`src/rtl/decode_unit.sv`:
```
// Instruction decode/issue sequencer: fetches 64-bit words, splits them into fields and
// hands operations to the execution side. Define DECODE_ILLEGAL_TRAP_EN to trap illegal opcodes.
module decode_unit #(
    parameter int unsigned INSTR_WIDTH = 64,
    parameter int unsigned ADDR_WIDTH  = 24
) (
    input  logic                   clk,
    input  logic                   rst,
    input  logic                   start_i,
    output logic                   fetch_en_o,
    input  logic                   fetch_done_i,
    input  logic [INSTR_WIDTH-1:0] instr_i,
    output logic                   issue_valid_o,
    input  logic                   issue_ready_i,
    output logic [4:0]             opcode_o,
    output logic [4:0]             dest_o,
    output logic [4:0]             src1_o,
    output logic [4:0]             src2_o,
    output logic [19:0]            len_o,
    output logic [ADDR_WIDTH-1:0]  addr_o,
    output logic [15:0]            instr_cnt_o,
    output logic                   busy_o,
    output logic                   halted_o,
    output logic                   error_o
);

    localparam logic [4:0] OpNop   = 5'h00;
    localparam logic [4:0] OpLoadV = 5'h01;
    localparam logic [4:0] OpLoadM = 5'h02;
    localparam logic [4:0] OpStore = 5'h03;
    localparam logic [4:0] OpGemv  = 5'h04;
    localparam logic [4:0] OpRelu  = 5'h05;
    localparam logic [4:0] OpHalt  = 5'h1F;

    typedef enum logic [2:0] {
        StIdle,
        StReq,
        StWait,
        StDecode,
        StIssue,
        StHalted,
        StError
    } state_e;

    state_e                 state_q, state_d;
    logic [INSTR_WIDTH-1:0] instr_q, instr_d;
    logic [4:0]             opcode_q, opcode_d;
    logic [4:0]             dest_q, dest_d;
    logic [4:0]             src1_q, src1_d;
    logic [4:0]             src2_q, src2_d;
    logic [19:0]            len_q, len_d;
    logic [ADDR_WIDTH-1:0]  addr_q, addr_d;
    logic [15:0]            instr_cnt_q, instr_cnt_d;

    logic [4:0] dec_op;
    logic       dec_len_zero;

    assign dec_op       = instr_q[63:59];
    assign dec_len_zero = (instr_q[43:24] == 20'h0);

    always_comb begin
        state_d     = state_q;
        instr_d     = instr_q;
        opcode_d    = opcode_q;
        dest_d      = dest_q;
        src1_d      = src1_q;
        src2_d      = src2_q;
        len_d       = len_q;
        addr_d      = addr_q;
        instr_cnt_d = instr_cnt_q;

        unique case (state_q)
            StIdle: begin
                if (start_i) state_d = StReq;
            end
            StReq: begin
                state_d = StWait;
            end
            StWait: begin
                if (fetch_done_i) begin
                    instr_d = instr_i;
                    state_d = StDecode;
                end
            end
            StDecode: begin
                opcode_d = instr_q[63:59];
                dest_d   = instr_q[58:54];
                src1_d   = instr_q[53:49];
                src2_d   = instr_q[48:44];
                len_d    = instr_q[43:24];
                addr_d   = ADDR_WIDTH'(instr_q[23:0]);
                // Zero-length memory/compute ops retire without reaching the execution side
                case (dec_op)
                    OpLoadV, OpLoadM, OpStore, OpGemv: begin
                        if (dec_len_zero) begin
                            instr_cnt_d = instr_cnt_q + 16'd1;
                            state_d     = StReq;
                        end else begin
                            state_d = StIssue;
                        end
                    end
                    OpRelu: begin
                        state_d = StIssue;
                    end
                    OpNop: begin
                        instr_cnt_d = instr_cnt_q + 16'd1;
                        state_d     = StReq;
                    end
                    OpHalt: begin
                        instr_cnt_d = instr_cnt_q + 16'd1;
                        state_d     = StHalted;
                    end
                    default: begin
`ifdef DECODE_ILLEGAL_TRAP_EN
                        state_d = StError;
`else
                        instr_cnt_d = instr_cnt_q + 16'd1;
                        state_d     = StReq;
`endif
                    end
                endcase
            end
            StIssue: begin
                if (issue_ready_i) begin
                    instr_cnt_d = instr_cnt_q + 16'd1;
                    state_d     = StReq;
                end
            end
            StHalted: begin
                state_d = StHalted;
            end
            StError: begin
                state_d = StError;
            end
            default: begin
                state_d = StIdle;
            end
        endcase
    end

    always_ff @(posedge clk or posedge rst) begin
        if (rst) begin
            state_q     <= StIdle;
            instr_q     <= '0;
            opcode_q    <= '0;
            dest_q      <= '0;
            src1_q      <= '0;
            src2_q      <= '0;
            len_q       <= '0;
            addr_q      <= '0;
            instr_cnt_q <= '0;
        end else begin
            state_q     <= state_d;
            instr_q     <= instr_d;
            opcode_q    <= opcode_d;
            dest_q      <= dest_d;
            src1_q      <= src1_d;
            src2_q      <= src2_d;
            len_q       <= len_d;
            addr_q      <= addr_d;
            instr_cnt_q <= instr_cnt_d;
        end
    end

    assign fetch_en_o    = (state_q == StReq);
    assign issue_valid_o = (state_q == StIssue);
    assign busy_o        = (state_q == StReq) || (state_q == StWait) ||
                           (state_q == StDecode) || (state_q == StIssue);
    assign halted_o      = (state_q == StHalted);
`ifdef DECODE_ILLEGAL_TRAP_EN
    assign error_o       = (state_q == StError);
`else
    assign error_o       = 1'b0;
`endif

    assign opcode_o    = opcode_q;
    assign dest_o      = dest_q;
    assign src1_o      = src1_q;
    assign src2_o      = src2_q;
    assign len_o       = len_q;
    assign addr_o      = addr_q;
    assign instr_cnt_o = instr_cnt_q;

endmodule

```
`config.mk`:
```
export PLATFORM = sky130hd
export DESIGN_NAME = decode_unit
export DESIGN_NICKNAME = d
export VERILOG_FILES = /design/src/rtl/decode_unit.sv
export SDC_FILE = /design/constraint.sdc
export NUM_CORES = 1
export LEC_CHECK = 0
export BUFFER_PORTS_ARGS = -buffer_cell sky130_fd_sc_hd__buf_2
export CAP_MARGIN = 20
export CELL_PAD_IN_SITES_DETAIL_PLACEMENT = 0
export CELL_PAD_IN_SITES_GLOBAL_PLACEMENT = 1
export CORE_MARGIN = 10
export CORE_UTILIZATION = 46
export CTS_CLUSTER_SIZE = 20
export DETAILED_ROUTE_END_ITERATION = 6
export PLACE_DENSITY = 0.95
export SYNTH_ARGS = -nofsm -noshare
export SYNTH_HDL_FRONTEND = slang
export SYNTH_SLANG_ARGS = --single-unit
```
`constraint.sdc`:
```
create_clock -name clk -period 8.3 [get_ports clk]
set_clock_uncertainty 0.2 [all_clocks]
set_input_delay 0.83 -clock clk [delete_from_list [all_inputs] [get_ports clk]]
set_output_delay 0.83 -clock clk [all_outputs]
set_load 0.01 [all_outputs]
```
==> flow_metrics.env, run 1 <==
export IMPL_ys_warnings_count=0
export IMPL_critPathCaptureType="primary output"
export IMPL_p_seq_frac=0.451
export IMPL_fmax_mhz=400.3
export IMPL_die_y_um=132.1
export IMPL_io_buffers=152
export IMPL_firstDrtPassIters=5
export IMPL_vdd_drop_max_mv=0.1433
export IMPL_nNetsFinal=600
export IMPL_tritoncts="built"
export IMPL_dp_slack_ps=5632
export IMPL_synth_compound_area_share=0.01321
export IMPL_post_route_period_util=0.3010
export IMPL_power_density_nw_per_um2=214.6
export IMPL_setup_viol=0
export IMPL_synth_top_cell_area_share=0.6365
export IMPL_routed_wl_mm=12.68
export IMPL_dr_wl_met2_mm=6.425
export IMPL_cts_sinks=147
export IMPL_top_layer="met5"
export IMPL_cts_setup_buffers=0
export IMPL_totalPowerFinal_uw=1589
export IMPL_syn2layout_area_growth_pct=28.14
export IMPL_yosysMostFrequentCell="dfrtp_1"
export IMPL_slew_headroom=0.6125
export IMPL_yosys_area_top_type="dfrtp_1"
export IMPL_p_comb_frac=0.020
export IMPL_design_area_um2=7406
export IMPL_ys_types=37
export IMPL_drt_initial_drc_count=148
export IMPL_yosys_area_share_simple=0.05391
export IMPL_place_gp_congestion=0.7753
export IMPL_ys_flop_type="dfrtp_1"
export IMPL_synthAdderAreaFrac=0.002165
export IMPL_muxShareOfSynthArea=0.2514
export IMPL_num_vias=3582
export IMPL_insertion_delay_ps=420
export IMPL_hold_viol_final=0
export IMPL_ys_seq_area_frac=0.6365
export IMPL_cts_repair_resized=0
export IMPL_die_area_um2=17450
export IMPL_rsz0062_at_grt="no"
export IMPL_cp_required_ps=7270
export IMPL_crit_type="reg -> out"
export IMPL_num_io_pins=154
export IMPL_status="complete, no violations"
export IMPL_synth_edf_count=0
export IMPL_grt_pass1_wl_mm=20.84
export IMPL_clkTransAtPathRegs_ps=60
export IMPL_period_needed_ps=2498
export IMPL_numCtsBuffers=17
export IMPL_hp_class="in -> async"
export IMPL_drv_slew=0
export IMPL_antenna_found_initial=2
export IMPL_drcViolationCount=0
export IMPL_nFillCells=960
export IMPL_ctsLongestPathBuffers=2
export IMPL_htreeDepth=4
export IMPL_startpoint_type="register"
export IMPL_overflow=0
export IMPL_cts_hold_buf=0
export IMPL_synth_top_family_by_area="multiplexers"
export IMPL_crit_arrival_ps=1470
export IMPL_ys_seq_elements=147
export IMPL_r2r_worst_path_cells=7
export IMPL_ant_nets=0
export IMPL_fin_ws_ps=5802
export IMPL_tns_ps=0
export IMPL_switchingPower_uw=298.0
export IMPL_syn_inst=371
export IMPL_clockPowerShare=0.528
export IMPL_reg2reg_setup_slack_ps=6020
export IMPL_worstReg2RegEnd="instr_cnt_o[15]"
export IMPL_core_um2=12160
export IMPL_wl_met3_um=873
export IMPL_grtUsageTotal=0.1508
export IMPL_max_slew_worst_pin_slew_ps=581.2
export IMPL_cp_max_fo=9
export IMPL_rows=40
export IMPL_synth_area_per_cell_um2=15.58
export IMPL_synthArstFlopShare=1.000
export IMPL_max_cap_violations=0
export IMPL_p_int_uw=1291
export IMPL_synth_commonest_cells="dfrtp_1, mux2_2, buf_2, xnor2_1"
export IMPL_synthTopCellsByArea="dfrtp_1, mux2_2, xnor2_1, buf_2, xor2_1"
export IMPL_avgRoutedWirePerCell_um=17.86
export IMPL_cts_root_buffer="clkbuf_16"
export IMPL_syn_nets=441
export IMPL_grt_pass1_vias=4057
export IMPL_die_w_um=132.1
export IMPL_wl_met1_mm=5.167
export IMPL_grt_max_degree=83
export IMPL_dp_hpwl_mm=9.269
export IMPL_leakagePower_uw=0.004106
export IMPL_switching_share=0.1875
export IMPL_drive_gt1_frac=0.6118
export IMPL_initial_core_util=0.4752
export IMPL_final_util=0.6090
export IMPL_synth_xor_area_frac=0.02425
export IMPL_dpl_cell_area_um2=6719
export IMPL_vias_per_cell=5.045
export IMPL_r2r_start="state_q[2]"
export IMPL_synthesis_area_um2=5779
-- how the worst max path moves through the flow --
stage               slack (ps)  cells after the start          end        from
detailed placement        5630                      3  instr_q[44]         rst
global route              5660                      3     halted_o  state_q[0]
floorplan                 3320                      1    addr_o[0]         rst
global placement          5720                      3    len_o[18]         rst
CTS                       5770                      3   fetch_en_o  state_q[0]
finish                    5800                      3     halted_o  state_q[0]
-- final cells by class --
| type | count | area [um^2] | share of cell area |
|---|---|---|---|
| clock buffer | 21 | 480.5 | 0.06488 |
| timing repair buffer | 158 | 825.8 | 0.1115 |
| clock inverter | 9 | 176.4 | 0.02382 |
| sequential | 147 | 3679 | 0.4967 |
| inverter | 4 | 20.02 | 0.002703 |
| multi-input combinational | 202 | 2012 | 0.2717 |
| antenna | 1 | 2.502 | 0.0003379 |
| tap | 168 | 210.2 | 0.02838 |
-- per-layer routing --
metal / up-vias / global-route usage
met5: - / 0
met4: 2 / 0.06551
met3: 19 / 0.06593
met2: 103 / 0.2524
met1: 1821 / 0.1619
li1: 1637 / -
-- kinds of logic after synthesis --
logic type               Yosys count
AO/OA/AOI/OAI                     10
AND/OR/NAND/NOR                   45
buffers and inverters             22
other                              1
adder cells (fa/ha/maj)            1
multiplexers                     129
flip-flops                       147
XOR/XNOR                          16
-- power by group through the flow --
stage	combinational [uW]	sequential [uW]	clock, uW
global route	37.3	716	893
finish	32.4	717	840
floorplan	11.3	730	0
CTS	32.1	717	856
global placement	30.6	730	0
detailed placement	32.1	730	0
-- worst max-delay path: stages, from the launching register on --
cell and delay [ps]:
dfrtp_1 520, inv_1 120, nor3b_1 240, buf_2 180
-- sequential cells by signal (all words and copies together), names as in the netlist, 5 cells and up --
signal,flops
instr_q,64
instr_cnt_o,16
src2_o,5
addr_o,24
dest_o,5
opcode_o,5
src1_o,5
len_o,20
-- cells in the final DEF (no fill, tap or decap), drive strengths merged, types with 4 or more instances in the layout --
cell | netlist | routed
nand3 | 6 | 6
dfrtp | 147 | 147
inv | 4 | 4
o21ai | 4 | 4
mux2 | 129 | 129
bufinv | 0 | 5
nor2 | 5 | 5
buf | 15 | 158
nand2 | 5 | 5
nand4 | 5 | 5
xor2 | 5 | 5
nor3 | 5 | 5
clkbuf | 3 | 21
xnor2 | 11 | 11
-- through the flow --
| step | std cells | hold WS, ps |
|---|---|---|
| 5_1_grt | 709 | 301.2 |
| 2_1_floorplan | 371 | 276.6 |
| 6_report | 710 | 266.1 |
| 4_1_cts | 708 | 267.7 |
| 3_3_place_gp | 678 | 251.9 |
| 3_5_place_dp | 678 | 260.0 |
(Power assumes the default switching activity.)
==> inputs of run 2 (changes only) <==
- CORE_UTILIZATION: 46 -> 38
- PLACE_DENSITY: 0.95 -> 0.86
- clock period: 8.3 -> 2.2 ns (I/O delays scaled with it)
==> run 2 against run 1 <==
Core utilization shrank 6.7 points; largest cell class unchanged; setup slack lost 5700 ps; largest power group unchanged; register-to-register slack worse by 5900 ps; non-clock buffer count rose by 79; sequential share of layout area fell by 4.5 points; highest routed layer is now met4; first-iteration DRC count is 20% higher.
==> flow_metrics.env, run 2 (same netlist as run 1, synthesis figures left out) <==
export IMPL_vias_per_cell=4.773
export IMPL_ctsLongestPathBuffers=2
export IMPL_crit_arrival_ps=2270
export IMPL_max_slew_worst_pin_slew_ps=766.1
export IMPL_cp_required_ps=2340
export IMPL_clkTransAtPathRegs_ps=60
export IMPL_mostFrequentLayoutCells="buf_2, dfrtp_1, mux2_2"
export IMPL_dp_slack_ps=-8.942
export IMPL_io_buffers=152
export IMPL_avgRoutedWirePerCell_um=17.66
export IMPL_syn2layout_area_growth_pct=40.94
export IMPL_num_io_pins=154
export IMPL_grt_max_degree=148
export IMPL_nFillCells=1255
export IMPL_grt_pass1_wl_mm=23.20
export IMPL_rows=45
export IMPL_largest_register_ffs=64
export IMPL_max_cap_violations=0
export IMPL_drt_initial_drc_count=177
export IMPL_die_y_um=143.3
export IMPL_grt_pass1_vias=4436
export IMPL_cp_max_fo=5
export IMPL_power_density_nw_per_um2=701.1
export IMPL_post_route_period_util=0.9669
export IMPL_dp_hpwl_mm=9.607
export IMPL_slowest_stage="or4_4"
export IMPL_num_vias=3866
export IMPL_setup_viol=0
export IMPL_worst_path_largest_cell_delay_ps=550
export IMPL_top_register="instr_q"
export IMPL_drive_gt1_frac=0.5611
export IMPL_hp_class="reg -> reg"
export IMPL_hold_viol_final=0
export IMPL_die_w_um=143.3
export IMPL_fin_ws_ps=72.73
export IMPL_ant_nets=0
export IMPL_tns_ps=0
export IMPL_layout_commonest_cell="buf_2"
export IMPL_period_needed_ps=2127
export IMPL_nNetsFinal=679
export IMPL_core_um2=15030
export IMPL_slew_headroom=0.4893
export IMPL_rsz0062_at_grt="yes"
export IMPL_diodes=0
export IMPL_drcViolationCount=0
export IMPL_htreeDepth=4
export IMPL_critPathCaptureType="register"
export IMPL_vdd_drop_max_mv=0.4812
export IMPL_crit_buf_inv=1
export IMPL_fmax_mhz=470.1
export IMPL_antenna_found_initial=0
export IMPL_firstDrtPassIters=4
export IMPL_cts_sinks=147
export IMPL_overflow=0
export IMPL_drv_slew=0
export IMPL_grtUsageTotal=0.1449
export IMPL_die_area_um2=20540
export IMPL_cts_root_buffer="clkbuf_16"
export IMPL_status="complete, no violations"
export IMPL_numCtsBuffers=17
export IMPL_crit_type="reg -> reg"
export IMPL_tritoncts="built"
export IMPL_crit_family="simple AND/OR/NAND/NOR gates"
export IMPL_startpoint_type="register"
export IMPL_insertion_delay_ps=420
export IMPL_leakagePower_uw=0.004383
export IMPL_place_gp_congestion=0.8057
export IMPL_routed_wl_mm=14.31
export IMPL_path_cells="or4_4 > nor2_4 > buf_6 > a211o_4 > nand4_4 > nor3_2 > xor2_1"
export IMPL_initial_core_util=0.3844
## run 2: worst reg2reg max path, cell delays in order (launching register included)
cell and delay (ps):
dfrtp_1 400, or4_4 550, nor2_4 140, buf_6 100, a211o_4 160, nand4_4 140, nor3_2 220, xor2_1 150
## run 2: what timing repair did
action	4_1_cts	5_1_grt
buffers inserted	0	1
endpoints found under the hold margin	213	0
setup endpoints to repair	2	8
pin swaps	0	6
hold buffers	67	0
resized for setup	1	6
## run 2: final cells by class
cell class,count,area (um^2),share of cell area
multi-input cells,202,2039,0.2504
well taps,188,235.2,0.02888
flip-flops and latches,147,3679,0.4516
inverters,4,18.77,0.002304
repair buffers,237,1595,0.1959
clock buffers,18,439.2,0.05392
clock inverters,14,138.9,0.01705
## run 2: final timing paths
path	start	end	slack (ps)	cells after the start
worst max-delay path	instr_q[33]	instr_cnt_o[12]	70	7
worst min-delay path	instr_cnt_o[15]	instr_cnt_o[15]	270	1
worst max register to register	instr_q[33]	instr_cnt_o[12]	70	7
worst min register to register	instr_cnt_o[15]	instr_cnt_o[15]	270	1
max in group asynchronous	rst	addr_o[14]	850	4
min in group asynchronous	rst	instr_cnt_o[15]	390	4
## run 2: layer usage
layer,vias to the layer above,global-route usage,part of all wire
li1,1796,-,-
met1,1954,0.1636,0.41
met2,97,0.2462,0.52
met3,19,0.05545,0.062
met4,0,0.04944,0.016
met5,-,0,0
## run 2: stage by stage
step | area, um^2 | total power, uW | hold slack (ps) | utilization | cells
floorplan | 5783 | 2797 | 171.6 | - | 371
global placement | 6858 | 2870 | 251.8 | 0.4562 | 710
detailed placement | 6858 | 2875 | 257.0 | 0.4562 | 710
CTS | 8109 | 5797 | 266.9 | 0.5394 | 809
global route | 8145 | 5938 | 306.5 | 0.5418 | 810
finish | 8145 | 5711 | 265.9 | 0.5418 | 810
## run 2: power by group
part           internal, uW  switching, uW
registers              2700              0
logic                   125           88.4
clock network          1690           1110
